### src/rtl/jk_ff_monitor_if.sv
// Observation bus for the JK flip-flop checker: tapped stimulus/q in, run results out.
// JK_MON_FIRST_ERR_EN adds first_err_idx to the bus.
interface jk_ff_monitor_if #(
    parameter int CNT_W = 8
) ();
    logic             j;
    logic             k;
    logic             q;
    logic             start;
    logic             busy;
    logic             done;
    logic             err;
    logic [CNT_W-1:0] toggle_count;
    logic [CNT_W-1:0] err_count;
`ifdef JK_MON_FIRST_ERR_EN
    logic [15:0]      first_err_idx;
`endif

    modport master (
        output j, k, q, start,
        input  busy, done, err, toggle_count, err_count
`ifdef JK_MON_FIRST_ERR_EN
      , input  first_err_idx
`endif
    );

    modport slave (
        input  j, k, q, start,
        output busy, done, err, toggle_count, err_count
`ifdef JK_MON_FIRST_ERR_EN
      , output first_err_idx
`endif
    );
endinterface

### src/rtl/jk_ff_monitor.sv
// Cycle-accurate JK reference checker: counts q toggles and model mismatches over WINDOW samples.
// JK_MON_FIRST_ERR_EN adds first_err_idx (index of first mismatch, 16'hFFFF if none).
module jk_ff_monitor #(
    parameter int CNT_W  = 8,
    parameter int WINDOW = 16
) (
    input  logic             clock,
    input  logic             reset,
    jk_ff_monitor_if.slave   bus
);
    localparam logic [1:0]       S_IDLE  = 2'd0;
    localparam logic [1:0]       S_SYNC  = 2'd1;
    localparam logic [1:0]       S_RUN   = 2'd2;
    localparam logic [1:0]       S_DONE  = 2'd3;
    localparam logic [15:0]      LAST    = 16'(WINDOW - 1);
    localparam logic [CNT_W-1:0] CNT_MAX = '1;

    logic [1:0]       state_q, state_d;
    logic [15:0]      idx_q, idx_d;
    logic [CNT_W-1:0] tog_q, tog_d, ec_q, ec_d;
    logic             err_q, err_d;
    logic             j_hist_q, k_hist_q, q_hist_q;
    logic             exp_q, mismatch, toggled, clear;

    always_comb begin
        unique case ({j_hist_q, k_hist_q})
            2'b10:   exp_q = 1'b1;
            2'b01:   exp_q = 1'b0;
            2'b11:   exp_q = ~q_hist_q;
            default: exp_q = q_hist_q;
        endcase
    end

    assign mismatch = (bus.q != exp_q);
    assign toggled  = (bus.q != q_hist_q);
    assign clear    = bus.start && (state_q == S_IDLE || state_q == S_DONE);

    always_comb begin
        state_d = state_q;
        idx_d   = idx_q;
        tog_d   = tog_q;
        ec_d    = ec_q;
        err_d   = err_q;
        unique case (state_q)
            S_IDLE: if (clear) state_d = S_SYNC;
            S_SYNC: state_d = S_RUN;
            S_RUN: begin
                if (mismatch) begin
                    err_d = 1'b1;
                    if (ec_q != CNT_MAX) ec_d = ec_q + 1'b1;
                end
                if (toggled && tog_q != CNT_MAX) tog_d = tog_q + 1'b1;
                idx_d = idx_q + 16'd1;
                if (idx_q == LAST) state_d = S_DONE;
            end
            default: state_d = clear ? S_SYNC : S_IDLE;
        endcase
        // Accepted start wipes the previous results on the same edge
        if (clear) begin
            idx_d = '0;
            tog_d = '0;
            ec_d  = '0;
            err_d = 1'b0;
        end
    end

    always_ff @(posedge clock) begin
        if (reset) begin
            state_q  <= S_IDLE;
            idx_q    <= '0;
            tog_q    <= '0;
            ec_q     <= '0;
            err_q    <= 1'b0;
            j_hist_q <= 1'b0;
            k_hist_q <= 1'b0;
            q_hist_q <= 1'b0;
        end else begin
            state_q  <= state_d;
            idx_q    <= idx_d;
            tog_q    <= tog_d;
            ec_q     <= ec_d;
            err_q    <= err_d;
            j_hist_q <= bus.j;
            k_hist_q <= bus.k;
            q_hist_q <= bus.q;
        end
    end

`ifdef JK_MON_FIRST_ERR_EN
    logic [15:0] fe_q, fe_d;

    always_comb begin
        fe_d = fe_q;
        if (clear) begin
            fe_d = '0;
        end else if (state_q == S_RUN) begin
            if (mismatch && !err_q)
                fe_d = idx_q;
            // Valid already in the DONE cycle, so resolve "no mismatch" on the last sample
            else if (idx_q == LAST && !err_q && !mismatch)
                fe_d = 16'hFFFF;
        end
    end

    always_ff @(posedge clock) begin
        if (reset) fe_q <= '0;
        else       fe_q <= fe_d;
    end

    assign bus.first_err_idx = fe_q;
`endif

    assign bus.busy         = (state_q == S_SYNC) || (state_q == S_RUN);
    assign bus.done         = (state_q == S_DONE) && !reset;
    assign bus.err          = err_q;
    assign bus.toggle_count = tog_q;
    assign bus.err_count    = ec_q;
endmodule
### src/flat_wrapper.sv
// flat-port wrapper written by rule: the top's interface ports become plain ports
module jk_ff_monitor_flat 
#(
    parameter int CNT_W  = 8,
    parameter int WINDOW = 16
)
  (clock, reset, bus_j, bus_k, bus_q, bus_start, bus_busy, bus_done, bus_err, bus_toggle_count, bus_err_count);
  jk_ff_monitor_if #(.CNT_W(CNT_W)) bus_i ();
  input  logic clock;
  input  logic reset;
  input wire logic [$bits(bus_i.j)-1:0] bus_j;
  input wire logic [$bits(bus_i.k)-1:0] bus_k;
  input wire logic [$bits(bus_i.q)-1:0] bus_q;
  input wire logic [$bits(bus_i.start)-1:0] bus_start;
  output wire logic [$bits(bus_i.busy)-1:0] bus_busy;
  output wire logic [$bits(bus_i.done)-1:0] bus_done;
  output wire logic [$bits(bus_i.err)-1:0] bus_err;
  output wire logic [$bits(bus_i.toggle_count)-1:0] bus_toggle_count;
  output wire logic [$bits(bus_i.err_count)-1:0] bus_err_count;
  assign bus_i.j = bus_j;
  assign bus_i.k = bus_k;
  assign bus_i.q = bus_q;
  assign bus_i.start = bus_start;
  assign bus_busy = bus_i.busy;
  assign bus_done = bus_i.done;
  assign bus_err = bus_i.err;
  assign bus_toggle_count = bus_i.toggle_count;
  assign bus_err_count = bus_i.err_count;
  jk_ff_monitor #(.CNT_W(CNT_W), .WINDOW(WINDOW)) u_core (.clock(clock), .reset(reset), .bus(bus_i));
endmodule
### config.mk
export PLATFORM = sky130hd
export DESIGN_NAME = jk_ff_monitor_flat
export DESIGN_NICKNAME = d
export VERILOG_FILES = /design/src/rtl/jk_ff_monitor_if.sv /design/src/rtl/jk_ff_monitor.sv /design/src/flat_wrapper.sv
export SDC_FILE = /design/constraint.sdc
export NUM_CORES = 1
export LEC_CHECK = 0
export CORE_ASPECT_RATIO = 0.9
export CORE_MARGIN = 2
export CORE_UTILIZATION = 48
export CTS_CLUSTER_SIZE = 8
export DETAILED_ROUTE_END_ITERATION = 10
export HOLD_SLACK_MARGIN = 0.03
export PLACE_DENSITY = 0.8
export SYNTH_ARGS = -nofsm -noshare
export SYNTH_HDL_FRONTEND = slang
export SYNTH_SLANG_ARGS = --single-unit
export TNS_END_PERCENT = 30
### constraint.sdc
create_clock -name clock -period 1.45 [get_ports clock]
set_input_delay 0.29 -clock clock [delete_from_list [all_inputs] [get_ports clock]]
set_output_delay 0.29 -clock clock [all_outputs]
set_load 0.02 [all_outputs]
* Yosys cells after proc, flatten, opt, wreduce, memory -nomap -nowiden
Index checks and enable logic that the tools add are counted.
Storage, ports and cells: flip-flop bits (word level) 38, logic and storage cells 42, output and inout port bits 19, input bits 6
Operators by class: equality and inequality tests 13, multiplexer cells 5, $add $sub $neg 3, bitwise logic cells 1, reductions and logical operators 12
Operators by type and width (number):
- 16-bit by 1-bit adder with 16-bit output (second input constant) | 1
- 8-bit by 1-bit adder with 8-bit output (second input constant) | 2
- 16-bit by 4-bit equality test with 1-bit output (second input constant) | 1
- 8-bit inequality test (second input constant) | 2
- 2-bit equality test (second input constant) | 4
- 2-bit one-hot mux with 3 select lines | 1
- 2-bit AND reduction | 3
- 2-bit by 1-bit equality test with 1-bit output (second input constant) | 2
- 2-bit 2-to-1 mux | 2
- 2-bit by 1-bit inequality test with 1-bit output (second input constant) | 2
- 1-bit logical AND | 3
- 1-bit one-hot mux with 3 select lines | 1
- 3-bit AND reduction | 1
- 2-bit logical NOT | 1
- 1-bit logical OR | 2
- 1-bit inequality test | 2
- 2-bit OR reduction | 1
- 1-bit logical NOT | 1
- 1-bit 2-to-1 mux | 1
- 1-bit NOT | 1

* Longest topological paths before layout
Gate-level depths: netlist (run 1).
word-level depth 5, gate-level depth with buffers 8, depth with buffers taken out 7

* Worst setup path before layout (run 1)
No wires, ideal clock.
kind flip-flop to flip-flop, from register u_core.state_q[0], to register u_core.state_q[1], clock period less this slack 1659 ps, path slack -209 ps, setup time 115 ps, data required time 1335 ps, cell stages (with the launch flop) 7, arrival time 1545 ps, path buffers 0, cells stage by stage dfxtp_1 > inv_1 > ha_1 > nand2b_1 > a22oi_1 > mux2i_1 > nor2_1
Between the ends: word-level cells in the longest chain between the ends 5, elaborated cells on any way between the ends 10, those cells by class eq/ne (5); mux (1); reduce/logical (4)
RTL lines:
- start: declaration | RTL line jk_ff_monitor.sv:18 | logic [1:0] state_q, state_d;
- start signal: assignment | RTL line jk_ff_monitor.sv:78 | state_q <= state_d;
- 2-bit equality test or 2-bit logical NOT (tied branches) | RTL line jk_ff_monitor.sv:36, jk_ff_monitor.sv:44
- 1-bit logical OR | RTL line jk_ff_monitor.sv:36 | assign clear = bus.start && (state_q == S_IDLE || state_q == S_DONE);
- 1-bit logical AND | RTL line jk_ff_monitor.sv:36
- 2-bit by 1-bit inequality test with 1-bit output (no line)
- 2-bit AND reduction (no line)
Several ways; a longest one is shown, not always the timed one. A chain may end at the register's enable or synchronous reset.

* Final worst setup path (run 1)
from register u_core.state_q[0], to register u_core.ec_q[7], in the netlist u_core.bus.err_count[7]
Between the ends: word-level cells in the longest chain between the ends 4, elaborated cells on any way between the ends 7, those cells by class eq/ne (2); reduce/logical (5)
RTL lines:
- 2-bit equality test or 2-bit logical NOT (tied branches) | RTL line jk_ff_monitor.sv:36
- 1-bit logical OR | RTL line jk_ff_monitor.sv:36
- 1-bit logical AND | RTL line jk_ff_monitor.sv:36
- 2-bit OR reduction (no line)
- end signal: assignment | RTL line jk_ff_monitor.sv:72 | ec_q <= '0;
- end signal: assignment | RTL line jk_ff_monitor.sv:81 | ec_q <= ec_d;
- end: declaration | RTL line jk_ff_monitor.sv:20 | logic [CNT_W-1:0] tog_q, tog_d, ec_q, ec_d;
Several ways; a longest one is shown, not always the timed one.

==> results of run 1 <==
==> sequential cells by signal, indices dropped and copies added, names as in the netlist <==
name and cells:
u_core.k_hist_q 1, u_core.q_hist_q 1, u_core.bus.err 1, u_core.idx_q 16, u_core.j_hist_q 1, u_core.bus.err_count 8
u_core.state_q 2, u_core.bus.toggle_count 8
==> metal layers <==
metal  vias to the layer above  track usage, %  wire length, um
met2                        44            39.5             2130
met5                         -               0                0
li1                        840               -                -
met3                         8            5.48              167
met4                         0            10.9               97
met1                       778            27.0             1840
==> placed cells by master, fill, tap and decap left out, types with 3 or more instances in the layout <==
master / count
nor3_1: 4
or2_4: 3
or3_1: 6
dlygate4sd2_1: 18
nand2_1: 10
nor3_2: 4
buf_4: 37
xor2_1: 10
clkdlybuf4s50_1: 4
nand4_1: 10
nor2b_1: 4
ha_4: 3
clkbuf_8: 6
dfxtp_1: 28
o21ai_0: 5
a21oi_1: 8
xnor2_1: 8
buf_6: 4
nor2_1: 27
mux2i_1: 4
dfxtp_2: 8
inv_1: 3
ha_1: 4
nand3_1: 10
==> layout make-up <==
class                   instances  area (sq um)  area share (%)
clock buffers                   6          82.6            3.15
flip-flops and latches         38           778            29.7
well taps                      44          55.1            2.10
clock inverters                 2          12.5           0.478
inverters                       5          21.3           0.813
multi-input cells             153          1140            43.5
repair buffers                 65           531            20.3
==> cells by family (layout without fill, tap and decap cells) <==
kind of cell	Yosys count	after routing	share of synthesized area [%]
AO/OA/AOI/OAI	25	26	9.03
XOR/XNOR	20	20	9.88
adder cells (fa/ha/maj)	7	7	4.94
buffers and inverters	10	78	2.61
flip-flops	38	38	42.9
multiplexers	4	4	2.26
AND/OR/NAND/NOR	96	96	28.4
==> power by group <==
part / internal [mW] / switching [mW] / total (mW)
clock: 0.382 / 0.397 / 0.779
combinational: 0.435 / 0.423 / 0.858
sequential: 1.10 / 0.0467 / 1.15
total: 1.92 / 0.866 / 2.78
==> final timing paths <==
| check | end | slack (ps) |
|---|---|---|
| max | u_core.bus.err_count[7] | -130 |
| min | u_core.q_hist_q | 480 |
| max reg2reg | u_core.bus.err_count[7] | -130 |
| min reg2reg | u_core.bus.err | 480 |
==> repair_timing <==
item	CTS	global route
cloned	0	1
gates resized for setup	39	26
setup endpoints to repair	54	37
pin swaps	3	16
hold buffers	0	0
buffers inserted	0	1
==> through the flow <==
step                      hold slack (ps)  setup slack, ps  area [sq um]  TNS (ps)  total power [mW]
after floorplan                       355            -33.3          1830     -90.0              1.69
after global placement                458             -386          2390     -6760              1.95
after detailed placement              468             -458          2390     -8390              1.97
after CTS                             473             -117          2510      -727              2.76
after global routing                  500             -173          2620     -2960              2.91
final                                 476             -128          2620      -645              2.78
==> out/summary.txt, run 1 <==
status - finished with violations
failing checks - negative setup slack
Detailed Place HPWL - 2.97 mm
synthesized area per cell - 8.86 sq um
Initial Util - 51.3%
Top FF cell, synth - dfxtp_1
CP Depth - 6
reg-to-reg startpoint - u_core.state_q[0]
first-pass GRT wire length - 7.09 mm
CTS tree - done
dpl cells - 303
Synth async-reset ratio - 0%
total number of yosys warnings - 0
min cycle time layout - 1580 ps
Cell Area, Synth - 1770 sq um
clk sink count - 38
Hold Crit Depth - 2
largest net degree at the start of global routing - 16
Worst Setup SP - u_core.state_q[0]
CTS Root Cell - clkbuf_8
commonest cells in the netlist - dfxtp_1 (38), nor2_1 (29), nand2_1 (11), xor2_1 (11)
initial antenna violation count - 0
slew margin rel. - 79.9%
final hold violation count - 0
total congestion overflow - 0
leak pwr - 1.04 nW
row count - 20
DRC Markers - 0
H-tree depth - 2
clk_lat worst skew - 300 ps
Worst Hold Class - input port to flop
count leader, synth - dfxtp_1
Post-Layout Cell Count - 313
TritonCTS Buffers - 5
slowest CP cell - or4_4
GRT Util Overall - 22.9%
DRT Pass-1 Iters - 4
initial drt markers - 78
cells on worst reg2reg path - 6
DR vias - 1670
cells after synthesis - 200
cell family with most CP delay - simple AND/OR/NAND/NOR gates
Antenna Cells - 0
hold_sp - bus_q
library cells used by synthesis - 39
number of synthesized flops with an enable pin - 0
Critical Path RT - 1690 ps
Crit Path Max Fanout - 5
Final Max Tran Viols - 0
crit-path cells - inv_4 -> ha_4 -> and4b_4 -> o21ai_4 -> or4_4 -> a21oi_2
f_max - 0.634 GHz
layout cells sized above 1 - 34.2%
die height - 61.7 um
PwrDens - 1060 nW/um^2
skew final - 9.14 ps
Final WS setup - -128 ps
Final ANT Viol Nets - 0
worst slew pin tran - 299 ps
Mapped Nets - 213
crit path capture type - flop
DIE WIDTH - 68.1 um
I/O pin count - 25
Vias/cell - 5.34
Total Die Area - 4200 sq um
Yosys reg bits - 38
Yosys top cell by area - dfxtp_1
Final #Nets - 281
final setup vio count - 12
register area share after synthesis - 42.9%
RSZ-0062 raised after global routing - yes
# port buffers - 24
Peak VDD IR - 807 uV
WP data arrival - 1820 ps
drt total wl - 4.23 mm
Worst-path clk slew - 80 ps
Setup Crit Path Kind - flop to flop
post-route clock period utilization - 109%
# fillers - 236
Core Area - 3450 sq um
WP buf/inv - 1
vias in the first global route - 1611
Synth top area share - 42.9%
max incr delay on CP - 420 ps
fin util - 75.8%
CP startpoint kind - flop
Layout area overhead - 47.6%
GPL Wtd Cong - 0.826
CTS Buffer Depth - 2
Max Cap Viol - 0
Area contributors post-synth - dfxtp_1 (43%), nor2_1 (6.1%), xor2_1 (5.4%)
Routed WL per cell - 13.5 um
Note: power is estimated with default switching activity, not from simulation.
==> run 2: changes to the inputs <==
GPL_TIMING_DRIVEN = 0   (was not set)
REMOVE_ABC_BUFFERS = 1   (was not set)
==> out/summary.txt, run 2 (same netlist as run 1, synthesis figures left out) <==
Initial Util - 51.3% (unchanged)
DR vias - 1579 (was 1670)
leak pwr - 0.895 nW (was 1.04 nW)
f_max - 0.635 GHz (was 0.634 GHz)
min cycle time layout - 1580 ps (about the same)
switching part of the total - 30.9% (was 31.1%)
most used cell, CP - nand4_1
Area after DPL - 2040 sq um (was 2390 sq um)
total congestion overflow - 0 (unchanged)
Crit Path Max Fanout - 6 (was 5)
DRT Pass-1 Iters - 4 (unchanged)
sequential share of power - 44.1% (was 41.2%)
Final WS setup - -125 ps (was -128 ps)
Worst-path clk slew - 70 ps (was 80 ps)
cells on worst reg2reg path - 7 (was 6)
Total Die Area - 4200 sq um (unchanged)
GPL Wtd Cong - 0.765 (was 0.826)
layout cells sized above 1 - 23.3% (was 34.2%)
hold_buf cts - 0 (unchanged)
vias in the first global route - 1365 (was 1611)
RSZ-0062 raised after global routing - yes (unchanged)
# port buffers - 24 (unchanged)
Worst Hold Class - flop to flop (was input port to flop)
WP data arrival - 1750 ps (was 1820 ps)
CTS tree - done (unchanged)
Layout area overhead - 33.1% (was 47.6%)
Detailed Place HPWL - 2.30 mm (was 2.97 mm)
total power - 2.60 mW (was 2.78 mW)
most frequent cells in the layout - nor2_1 (29), dfxtp_1 (28), dlygate4sd2_1 (19) (was buf_4 (37), dfxtp_1 (28), nor2_1 (27))
R2R setup slack - -130 ps (about the same)
Peak VDD IR - 786 uV (was 807 uV)
I/O pin count - 25 (unchanged)
hold_sp - u_core.bus.err (was bus_q)
Top reg by flops - u_core.idx_q (unchanged)
Hold Crit Depth - 2 (unchanged)
first-pass GRT wire length - 5.93 mm (was 7.09 mm)
switching pwr - 805 uW (was 866 uW)
GRT Util Overall - 19.3% (was 22.9%)
fin util - 68.3% (was 75.8%)
TritonCTS Buffers - 5 (unchanged)
CP startpoint kind - flop (unchanged)
Combinational Power Share - 27.3% (was 30.8%)
failing checks - negative setup slack (unchanged)
row count - 20 (unchanged)
reg-to-reg endpoint - u_core.idx_q[15] (was u_core.bus.err_count[7])
Post-Layout Cell Count - 280 (was 313)
DIE WIDTH - 68.1 um (unchanged)
drt total wl - 3.87 mm (was 4.23 mm)
Routed WL per cell - 13.8 um (was 13.5 um)
DRC Markers - 0 (unchanged)
Final Max Tran Viols - 0 (unchanged)
clk_lat worst skew - 300 ps (about the same)
CTS Root Cell - clkbuf_8 (unchanged)
crit-path cells - inv_2 -> ha_4 -> nand4_1 -> nor3_2 -> nand4_1 -> xor2_1 -> nor2_1 (was inv_4 -> ha_4 -> and4b_4 -> o21ai_4 -> or4_4 -> a21oi_2)
reg-to-reg startpoint - u_core.state_q[0] (unchanged)
P_int - 1.80 mW (was 1.92 mW)
skew final - 6.45 ps (was 9.14 ps)
final hold violation count - 0 (unchanged)
TNS Setup - -1280 ps (was -645 ps)
dpl cells - 263 (was 303)
H-tree depth - 2 (unchanged)
final instance area - 2360 sq um (was 2620 sq um)
Setup Crit Path Kind - flop to flop (unchanged)
crit path capture type - flop (unchanged)
hold endpoint - u_core.bus.err (was u_core.q_hist_q)
most common cell after layout, fill and taps aside - nor2_1 (was buf_4)
final setup vio count - 22 (was 12)
Vias/cell - 5.64 (was 5.34)
Final ANT Viol Nets - 0 (unchanged)
Max Cap Viol - 0 (unchanged)
initial antenna violation count - 0 (unchanged)
slew margin rel. - 74.8% (was 79.9%)
Largest register FFs - 16 (unchanged)
slowest CP cell - dfxtp_2 (was or4_4)
Clk pwr share - 28.6% (was 28.0%)
Antenna Cells - 0 (unchanged)
post-route clock period utilization - 109% (about the same)
Final #Nets - 248 (was 281)
Critical Path RT - 1620 ps (was 1690 ps)
CTS Buffer Depth - 2 (unchanged)
Core Area - 3450 sq um (unchanged)
largest net degree at the start of global routing - 33 (was 16)
initial drt markers - 53 (was 78)
worst slew pin tran - 378 ps (was 299 ps)
max incr delay on CP - 340 ps (was 420 ps)
PwrDens - 1100 nW/um^2 (was 1060 nW/um^2)
die height - 61.7 um (unchanged)
status - finished with violations (unchanged)
clk sink count - 38 (unchanged)
==> run 2: how the worst max path moves through the flow <==
stage	startpoint	to
after floorplan	u_core.state_q[0]	u_core.bus.err_count[6]
after global placement	reset	u_core.bus.err_count[6]
after detailed placement	reset	u_core.bus.err_count[6]
after CTS	u_core.state_q[0]	u_core.bus.err_count[7]
after global routing	u_core.state_q[0]	u_core.idx_q[15]
final	u_core.state_q[0]	u_core.idx_q[15]
==> run 2: power groups by stage <==
stage | Combinational, mW | Clock, mW | Sequential [mW]
after detailed placement | 0.550 | 0 | 1.15
after global placement | 0.540 | 0 | 1.15
final | 0.710 | 0.744 | 1.15
after global routing | 0.774 | 0.807 | 1.15
after CTS | 0.638 | 0.755 | 1.15
after floorplan | 0.395 | 0 | 1.15
==> run 2: layout make-up <==
| class | instances | area (sq um) |
|---|---|---|
| clock buffer | 7 | 86.3 |
| clock inverter | 1 | 5.00 |
| fill | 287 | 1090 |
| inverter | 5 | 18.8 |
| multi-input combinational | 154 | 1140 |
| sequential | 38 | 781 |
| tap | 44 | 55.1 |
| timing repair buffer | 31 | 269 |
==> run 2: stage by stage <==
step	hold slack [ps]	worst slack, ps
after floorplan	362	-417
after global placement	447	-741
after detailed placement	461	-795
after CTS	466	-93.4
after global routing	458	-211
final	464	-125
==> run 2: repair_timing <==
item | in CTS | in global routing
pin swaps | 11 | 10
gates cloned | 1 | 1
setup buffers | 2 | 5
setup endpoints to repair | 54 | 38
resized for setup | 50 | 26
==> run 2: critical path: cells and delay by family (launching register included) <==
family,cells,cell delay (ps)
and+or+nand+nor,4,690
adders and majority gates,1,170
DFF,1,340
buffers and inverters,1,80
xor gates and xnor gates,1,160
==> run 2: routing by layer <==
metal	vias to the layer above	share of wire (%)	track usage, %
li1	780	-	-
met5	-	0	0
met2	49	47	30.7
met1	736	44	23.6
met4	0	3.5	12.0
met3	14	5.0	4.75
